$ cat config.mk
export PLATFORM = sky130hd
export DESIGN_NAME = inst_fetch
export DESIGN_NICKNAME = d
export VERILOG_FILES = /design/src/rtl/fetch_pkg.sv /design/src/rtl/inst_fifo.sv /design/src/rtl/inst_fetch.sv
export SDC_FILE = /design/constraint.sdc
export NUM_CORES = 1
export LEC_CHECK = 0
export CAP_MARGIN = 30
export CORE_ASPECT_RATIO = 0.75
export CORE_MARGIN = 1
export CORE_UTILIZATION = 55
export CTS_BUF_LIST = sky130_fd_sc_hd__clkbuf_8
export CTS_CLUSTER_DIAMETER = 120
export DETAILED_ROUTE_END_ITERATION = 7
export PLACE_DENSITY = 0.84
export SETUP_SLACK_MARGIN = 0.15
export SLEW_MARGIN = 20
export SYNTH_ARGS = -nofsm -noshare
export SYNTH_HDL_FRONTEND = slang
export SYNTH_SLANG_ARGS = --single-unit
$ cat constraint.sdc
create_clock -name clk -period 12.9 [get_ports clk]
set_input_delay 2.58 -clock clk [delete_from_list [all_inputs] [get_ports clk]]
set_output_delay 2.58 -clock clk [all_outputs]
set_load 0.01 [all_outputs]
$ cat src/rtl/fetch_pkg.sv
// fetch_pkg: shared constants, buffer entry and state types for the instruction fetch unit
package fetch_pkg;
  localparam int INST_BYTES = 4;
  typedef struct packed {
    logic [31:0] inst;
    logic [31:0] pc;
  } fetch_entry_t;
  typedef enum logic {RUN, FLUSH} fetch_state_t;
endpackage

$ cat src/rtl/inst_fifo.sv
// inst_fifo: circular instruction buffer with same-cycle push/pop and synchronous clear
module inst_fifo
  import fetch_pkg::*;
#(
  parameter int DEPTH = 2,
  parameter type entry_t = fetch_entry_t,
  localparam int CW = $clog2(DEPTH + 1),
  localparam int PW = DEPTH > 1 ? $clog2(DEPTH) : 1
) (
  input  logic          clk,
  input  logic          reset_n,
  input  logic          push,
  input  logic          pop,
  input  logic          clear,
  input  entry_t        din,
  output logic [CW-1:0] count,
  output entry_t        head
);
  entry_t mem [DEPTH];
  logic [PW-1:0] rd, wr;
  logic do_push, do_pop;
  function automatic logic [PW-1:0] nxt(input logic [PW-1:0] p);
    return p == PW'(DEPTH - 1) ? '0 : p + 1'b1;
  endfunction
  assign do_pop = pop && count != '0 && !clear;
  assign do_push = push && !clear;
  assign head = mem[rd];
  always_ff @(posedge clk or negedge reset_n)
    if (!reset_n) begin
      rd <= '0;
      wr <= '0;
      count <= '0;
    end else if (clear) begin
      rd <= '0;
      wr <= '0;
      count <= '0;
    end else begin
      rd <= do_pop ? nxt(rd) : rd;
      wr <= do_push ? nxt(wr) : wr;
      count <= count + CW'(do_push) - CW'(do_pop);
    end
  always_ff @(posedge clk)
    if (do_push) mem[wr] <= din;
  // a full buffer may only accept a push when the head leaves in the same cycle
  assert property (@(posedge clk) disable iff (!reset_n) push && !clear && count == CW'(DEPTH) |-> pop);
endmodule

$ cat src/rtl/inst_fetch.sv
// inst_fetch: in-order instruction fetch with request credit limit, response buffer
// and redirect flush that discards responses of requests issued before the redirect
module inst_fetch
  import fetch_pkg::*;
#(
  parameter int WIDTH = 32,
  parameter logic [WIDTH-1:0] RESET_PC = '0,
  parameter int DEPTH = 2
) (
  input  logic             clk,
  input  logic             reset_n,
  output logic             imem_req_valid,
  input  logic             imem_req_ready,
  output logic [WIDTH-1:0] imem_req_addr,
  input  logic             imem_rsp_valid,
  input  logic [WIDTH-1:0] imem_rsp_data,
  output logic             inst_valid,
  input  logic             inst_ready,
  output logic [WIDTH-1:0] inst,
  output logic [WIDTH-1:0] inst_pc,
  input  logic             redirect,
  input  logic [WIDTH-1:0] redirect_target
);
  localparam int CW = $clog2(DEPTH + 1);
  localparam int DW = $clog2(2 * DEPTH + 1);
  typedef struct packed {
    logic [WIDTH-1:0] inst;
    logic [WIDTH-1:0] pc;
  } entry_t;
  logic [WIDTH-1:0] fetch_pc, resp_pc, target;
  logic [CW-1:0] outstanding, fifo_count;
  logic [DW-1:0] drop_cnt, drop_next;
  fetch_state_t state, state_next;
  entry_t head;
  logic accept, rsp_ok, push, pop;
  assign target = {redirect_target[WIDTH-1:2], 2'b00};
  assign imem_req_valid = reset_n && !redirect && (DW'(outstanding) + DW'(fifo_count) < DW'(DEPTH));
  assign imem_req_addr = fetch_pc;
  assign accept = imem_req_valid && imem_req_ready;
  assign rsp_ok = imem_rsp_valid && outstanding != '0;
  assign push = rsp_ok && drop_cnt == '0 && !redirect;
  assign inst_valid = fifo_count != '0;
  assign pop = inst_valid && inst_ready;
  assign inst = inst_valid ? head.inst : '0;
  assign inst_pc = inst_valid ? head.pc : '0;
  inst_fifo #(.DEPTH(DEPTH), .entry_t(entry_t)) u_fifo (
    .clk(clk), .reset_n(reset_n), .push(push), .pop(pop), .clear(redirect),
    .din('{inst: imem_rsp_data, pc: resp_pc}), .count(fifo_count), .head(head)
  );
  // every request still in flight at a redirect belongs to the abandoned path
  always_comb begin
    drop_next = redirect ? DW'(outstanding) - DW'(rsp_ok) : drop_cnt - DW'(rsp_ok && drop_cnt != '0);
    state_next = drop_next != '0 ? FLUSH : RUN;
  end
  always_ff @(posedge clk or negedge reset_n)
    if (!reset_n) begin
      fetch_pc <= RESET_PC;
      resp_pc <= RESET_PC;
      outstanding <= '0;
      drop_cnt <= '0;
      state <= RUN;
    end else begin
      fetch_pc <= redirect ? target : accept ? fetch_pc + WIDTH'(INST_BYTES) : fetch_pc;
      resp_pc <= redirect ? target : push ? resp_pc + WIDTH'(INST_BYTES) : resp_pc;
      outstanding <= outstanding + CW'(accept) - CW'(rsp_ok);
      drop_cnt <= drop_next;
      state <= state_next;
    end
  assert property (@(posedge clk) disable iff (!reset_n) imem_rsp_valid |-> outstanding != '0);
  assert property (@(posedge clk) disable iff (!reset_n) (state == FLUSH) == (drop_cnt != '0));
endmodule
==> summary.md, run 1 <==
| Metric | Value |
|---|---|
| Ys Warns | 0 |
| CP startpoint kind | input pin |
| Worst-path clk slew | roughly 0.10 ns |
| Commonest cells in the netlist | edfxtp_1, nor2_1, dfrtp_1 |
| Die span in y | about 110 um |
| Drt wl/cell | about 19 um |
| Rel. slew slack | between 40% and 50% |
| Status | finished, final reports clean |
| Min-delay worst type | reg -> reg |
| Req. time, crit path | 10.32 ns |
| Die Width | 147 um |
| Site Rows | 39 |
| RSZ-0062 raised after global routing | false |
| Vias per cell | 5.77 |
| Router iterations before antenna repair | 6 |
| PortBufs | ~160 |
| Most frequent cell after synthesis | edfxtp_1 |
| WP data arrival | 4.26 ns |
| Fmax | 146 MHz |
| Final Hold Fails | 0 |
| Antenna cells | 0 |
| Post-CTS Setup Bufs | 0 |
| CTS Buf Count | 17 |
| Global-route wire length before repair | around 31000 um |
| CTS tree | yes |
| Worst path cell trace | buf_2 > buf_4 > buf_16 > nor4b_2 > clkdlybuf4s50_1 |
| Global route overflow | 0 |
| Net count, final | 931 |
| Worst-margin pin slew | 0.829 ns |
| Largest net degree at the start of global routing | 71 |
| CTS resizes | 0 |
| Routed via count | between 6k and 7k |
| Initial Util | 56.5% |
| Synth async-reset ratio | 35.8% |
| Clock Latency Late Sink | 0.47 ns |
| CP Capture Type | output pin |
| Total Power | 0.00159 W |
| Dpl cell area | 10400 um^2 |
| I/O pin count | 168 |
| Slowest stage cell, crit path | clkdlybuf4s50_1 |
| Register area share after synthesis | 62.9% |
| EDFF count, synth | ~120 |
| Area grow syn2layout | 25.9% |
| Antenna violations before repair | 0 |
| Post-route ant nets | 0 |
| Clk root buf | clkbuf_8 |
| Slew Viols, Final | 0 |
| CP max stage delay | 0.62 ns |
| Clock tree buffer depth | 2 |
| Cell Area, Synth | around 8700 um^2 |
| Leakage | between 3 and 4 nW |
| Number of synthesized register bits | 193 |
| Synth area leader | edfxtp_1 |
| Setup Skew | 0.0123 ns |
| Minimum clock period | 6.84 ns |
| Vias in the first global route | roughly 6.2k |
| Share of layout cells above drive strength 1 | 8.35% |
| Core area | approximately 15000 um^2 |
| Design area | 10900 um^2 |
| DRC | 0 |
| Cells after Synth | ~690 |
| Endpoints failing setup | 0 |
| H-tree Lvls | 4 |
| Ranking of synthesized cells by area | edfxtp_1, dfrtp_1, mux2i_1 |
| Final Core Density | a little under three quarters |
| Dpl cells | 1032 |
| Worst setup path class | in -> out |
| Power density over the cells | around 150 nW/um^2 |
| CTS Sinks | 193 |
| Filler cells | 1024 |
| Finished Layout Cells | 1067 |
| Fin crit share | a little over half |
| Synth Flop Type | edfxtp_1 |
| Crit-path max FO | 59 |
| Max Cap Viol | 0 |
| Total routed wirelength | 19900 um |
| All-layer global routing usage | 25.1% |
| Dpl hpwl | 13200 um |
| DRT iter0 DRCs | 472 |
| Die ar. | approximately 16000 um^2 |
| Synth unique cells | 45 |
| CTS Hold Bufs | 0 |
| RD Place Congestion | slightly below 0.9 |
| Avg Inst Size Synth | 12.5 um^2 |
| Synth top area share | 43.0% |
| Worst IR Drop VDD | 0.0000733 V |
| Setup TNS | 0 ns |
-- final cells by class --
type	count	area (um^2)	share of cell area, %
Inverter	13	48.8	0.447
Tap cell	205	256	2.35
Clock buffer	17	234	2.15
Clock inverter	14	199	1.82
Timing Repair Buffer	172	1720	15.8
Sequential cell	193	5450	50.0
Multi-Input combinational cell	453	2990	27.4
-- cell families (layout without fill, tap and decap cells) --
kind of cell    count (synthesis)  in the layout  share of synthesized area (%)
simple gates                  248            248                           13.9
other cells                     1              4                         0.0433
buf+inv                        51            216                           2.83
xor+xnor                       44             44                           4.45
fa+ha+maj                      11             11                           1.68
mux                            80             80                           9.44
compound gates                 66             66                           4.75
flops                         193            193                           62.9
-- sequential cells by signal, indices dropped and copies added, names as in the netlist --
| signal | cells |
|---|---|
| drop_cnt | 3 |
| imem_req_addr | 30 |
| outstanding | 2 |
| resp_pc | 30 |
| u_fifo.count | 2 |
| u_fifo.mem | 124 |
| u_fifo.rd | 1 |
| u_fifo.wr | 1 |
-- metrics by stage --
| stage | hold WS (ns) | setup WS, ns |
|---|---|---|
| 2_1_floorplan | 0.463 | 5.14 |
| 3_3_place_gp | 0.478 | 5.77 |
| 3_5_place_dp | 0.501 | 5.74 |
| 4_1_cts | 0.528 | 5.73 |
| 5_1_grt | 0.530 | 5.95 |
| 6_report | 0.533 | 6.06 |
-- worst max-delay path: cells and delay by family --
| kind | cells | cell delay, ns |
|---|---|---|
| buf+inv | 4 | 1.22 |
| simple gates | 1 | 0.44 |
-- where the power goes --
group / switching (W) / internal [W] / leakage [nW]
Clock: 0.000225 / 0.000199 / 0.217
Combinational: 0.000190 / 0.000191 / 1.67
Sequential: 0.0000603 / 0.000721 / 1.95
Total: 0.000475 / 0.00111 / 3.84
-- worst paths after layout --
kind,from,end,slack [ns],cells past startpoint
setup / recovery,reset_n,imem_req_valid,6.06,5
hold / removal,resp_pc[31],u_fifo.mem[1][31],0.53,0
setup reg to reg,u_fifo.count[0],outstanding[1],9.24,11
hold reg to reg,resp_pc[31],u_fifo.mem[1][31],0.53,0
max in group asynchronous,reset_n,u_fifo.rd,10.32,3
min in group asynchronous,reset_n,imem_req_addr[9],2.03,2
-- routing by layer --
layer | GRT usage [%] | wire length, um
met5 | 0 | 0
met4 | 9.62 | 445
met3 | 8.31 | 1970
met2 | 38.9 | 9160
met1 | 33.1 | 8290
-- layout by cell type, fill, tap and decap left out, types with 3 or more instances in the layout --
master	n
nand2_1	50
nand4_1	30
and2_1	4
clkdlybuf4s50_1	159
inv_1	11
and3_1	9
dfrtp_1	68
o311ai_0	8
ha_1	10
nor3_1	8
nand2b_1	3
conb_1	4
mux2_2	13
inv_8	4
mux2i_1	67
xnor2_1	20
and4_1	5
clkbuf_8	17
buf_4	9
nor4_1	5
a31oi_1	5
nand3_1	34
bufinv_16	3
xor2_1	24
edfxtp_1	124
nor2_1	87
and3_2	3
o211ai_1	5
a21oi_1	7
o21ai_0	32
Power figures use the tool's default switching activity.
==> inputs of run 2 (changes only) <==
--- a/config.mk
+++ b/config.mk
@@ -8,11 +8,11 @@
 export CAP_MARGIN = 30
 export CORE_ASPECT_RATIO = 0.75
 export CORE_MARGIN = 1
-export CORE_UTILIZATION = 55
+export CORE_UTILIZATION = 49
 export CTS_BUF_LIST = sky130_fd_sc_hd__clkbuf_8
 export CTS_CLUSTER_DIAMETER = 120
 export DETAILED_ROUTE_END_ITERATION = 7
-export PLACE_DENSITY = 0.84
+export PLACE_DENSITY = 0.79
 export SETUP_SLACK_MARGIN = 0.15
 export SLEW_MARGIN = 20
 export SYNTH_ARGS = -nofsm -noshare
==> constraint.sdc (replaced) <==
create_clock -name clk -period 5.71 [get_ports clk]
set_input_delay 1.142 -clock clk [delete_from_list [all_inputs] [get_ports clk]]
set_output_delay 1.142 -clock clk [all_outputs]
set_load 0.01 [all_outputs]
==> run 2 against run 1 <==
  * Sequential share of layout area shrank 0.17 points
  * Register-to-register slack got worse by 7.0 ns
  * First-iteration DRC count decreased by 13%
  * Cell count grew 3.0%
  * Critical path depth unchanged
  * Clock power is 100% higher
  * Count of clock-buffer cells in the layout stayed put
  * Utilization shrank 6.9 points
  * Design area increased by 0.33%
  * Worst hold slack lost 0.0026 ns
  * Clock skew fell by 0.0033 ns
  * Total power up 120%
  * Critical path type is now reg -> out
==> summary.md, run 2 (synthesis results as in run 1) <==
| Metric | Value |
|---|---|
| Status | finished, final reports clean |
| DRC | 0 (unchanged) |
| Vias per cell | 5.47 (-5.3%) |
| Commonest non-fill, non-tap cell in the layout | clkdlybuf4s50_1 |
| Router iterations before antenna repair | 5 (-1) |
| Top reg by flops | u_fifo.mem |
| Total Power | 0.00350 W (+120%) |
| Endpoints failing setup | 0 (unchanged) |
| Critical Path Sink | imem_req_valid |
| Clock tree buffer depth | 2 (unchanged) |
| Worst setup path class | reg -> out |
| Design area | 10900 um^2 (+0.33%) |
| DRT iter0 DRCs | 413 (-13%) |
| Clock Latency Late Sink | 0.46 ns (about the same) |
| Power density over the cells | 320 nW/um^2 (+120%) |
| Fmax | 271 MHz |
| Global route overflow | 0 (unchanged) |
| Most frequent cells in the layout | clkdlybuf4s50_1, edfxtp_1, nor2_1 |
| RD Place Congestion | 0.888 (-0.28%) |
| Vias in the first global route | 5678 (-7.7%) |
| Global-route wire length before repair | 30200 um (-3.3%) |
| CTS tree | yes |
| Site Rows | 41 (+5.1%) |
| Dpl cell area | 10500 um^2 (+0.60%) |
| Minimum clock period | ~3.7 ns |
| Largest register FFs | 124 (unchanged) |
| WP data arrival | 2.55 ns (-1.71 ns) |
| Setup TNS | 0 ns (unchanged) |
| Dpl cells | 1062 (+2.9%) |
| Die ar. | 18200 um^2 (+12%) |
| CP Capture Type | output pin |
| Initial Util | 50.8% (-5.7 points) |
| Core area | 17000 um^2 (+11%) |
| Largest net degree at the start of global routing | 70 (-1.4%) |
| Worst r2r dst | outstanding[1] |
| Rel. slew slack | 37.3% (-7.4 points) |
| RSZ-0062 raised after global routing | false |
| CTS Buf Count | 17 (unchanged) |
| PortBufs | 161 (unchanged) |
| H-tree Lvls | 4 (unchanged) |
| CTS resizes | 0 (unchanged) |
| Routed via count | 6008 (-2.4%) |
| Area grow syn2layout | 26.4% |
| Post-CTS Setup Bufs | 0 (unchanged) |
| Slew Viols, Final | 0 (unchanged) |
| Final Hold Fails | 0 (unchanged) |
| Critical path startpoint | u_fifo.count[0] |
| Die span in y | 117 um (+5.8%) |
| Drt wl/cell | 17.8 um (-4.5%) |
| CTS Hold Bufs | 0 (unchanged) |
| Reg2Reg Setup Slack | 2.20 ns (-7.04 ns) |
| CP startpoint kind | flip-flop |
| Worst R2R Start | u_fifo.count[0] |
| Finished Layout Cells | 1099 (+3.0%) |
| Share of layout cells above drive strength 1 | 8.11% (-0.24 points) |
| Filler cells | 1333 (+30%) |
| Max Cap Viol | 0 (unchanged) |
| Worst hold path startpoint | resp_pc[13] |
| Post-route ant nets | 0 (unchanged) |
| Worst IR Drop VDD | 0.000152 V (+110%) |
| All-layer global routing usage | 22.3% (-2.8 points) |
| Leakage | 3.84 nW (about the same) |
| Clk root buf | clkbuf_8 |
| Min-delay worst type | reg -> reg |
| Worst-path clk slew | 0.09 ns (about the same) |
| Fin crit share | between 60% and 70% |
| Reg2reg path depth | 11 (unchanged) |
| Dpl hpwl | 13300 um (+0.76%) |
| CTS Sinks | 193 (unchanged) |
| Die Width | 156 um (+5.9%) |
| Worst-margin pin slew | 0.938 ns (+0.109 ns) |
| Crit-path max FO | 3 (-95%) |
| I/O pin count | 168 (unchanged) |
| Setup Skew | 0.00893 ns (-0.00335 ns) |
| Total routed wirelength | 19600 um (-1.6%) |
| Antenna violations before repair | 0 (unchanged) |
| Antenna cells | 0 (unchanged) |
| Net count, final | 931 (unchanged) |
| Req. time, crit path | 4.57 ns (-5.75 ns) |
## run 2: cell types whose count changed in the layout (fill, tap and decap cells not counted), sizes merged
cell    change
inv         -1
bufinv      -1
clkinv      +3
## run 2: worst min path at each step
stage,to,slack [ns],cells past startpoint
2_1_floorplan,u_fifo.mem[0][31],0.46,0
3_3_place_gp,u_fifo.mem[0][31],0.48,0
3_5_place_dp,u_fifo.mem[1][31],0.49,0
4_1_cts,u_fifo.mem[0][13],0.53,0
5_1_grt,u_fifo.mem[0][31],0.54,0
6_report,u_fifo.mem[0][13],0.53,0
## run 2: layer usage
layer	wire [um]	vias up	track usage, %
met5	0	-	0
met4	302	0	7.12
met3	1530	23	5.82
met2	8720	239	34.5
met1	9010	2903	31.2
li1	-	2843	-
## run 2: through the flow
step / hold WS [ns] / utilization, % / setup slack (ns)
floorplan: 0.463 / - / 1.28
global placement: 0.477 / 61.4 / 1.84
detailed placement: 0.493 / 61.6 / 1.79
CTS: 0.530 / 63.8 / 1.78
global route: 0.538 / 64.2 / 1.93
finish: 0.530 / 64.2 / 2.02
## run 2: critical path: stages (launching register included)
cell,delay (ns)
dfrtp_1,0.40
inv_1,0.07
nor2_1,0.13
fa_1,0.44
nor4b_2,0.42
clkdlybuf4s50_1,0.64
## run 2: power by group
part / total, W / switching (W) / internal (W)
Sequential: 0.00176 / 0.000134 / 0.00163
Clock: 0.000864 / 0.000477 / 0.000387
Combinational: 0.000872 / 0.000426 / 0.000445
## run 2: area by class of cell
| type | count | area, um^2 | area share, % |
|---|---|---|---|
| sequential | 193 | 5450 | 49.8 |
| multi-input combinational | 453 | 3000 | 27.4 |
| timing repair buffer | 172 | 1770 | 16.2 |
| tap | 236 | 295 | 2.70 |
| clock buffer | 17 | 234 | 2.14 |
| clock inverter | 15 | 145 | 1.33 |
| inverter | 13 | 48.8 | 0.446 |
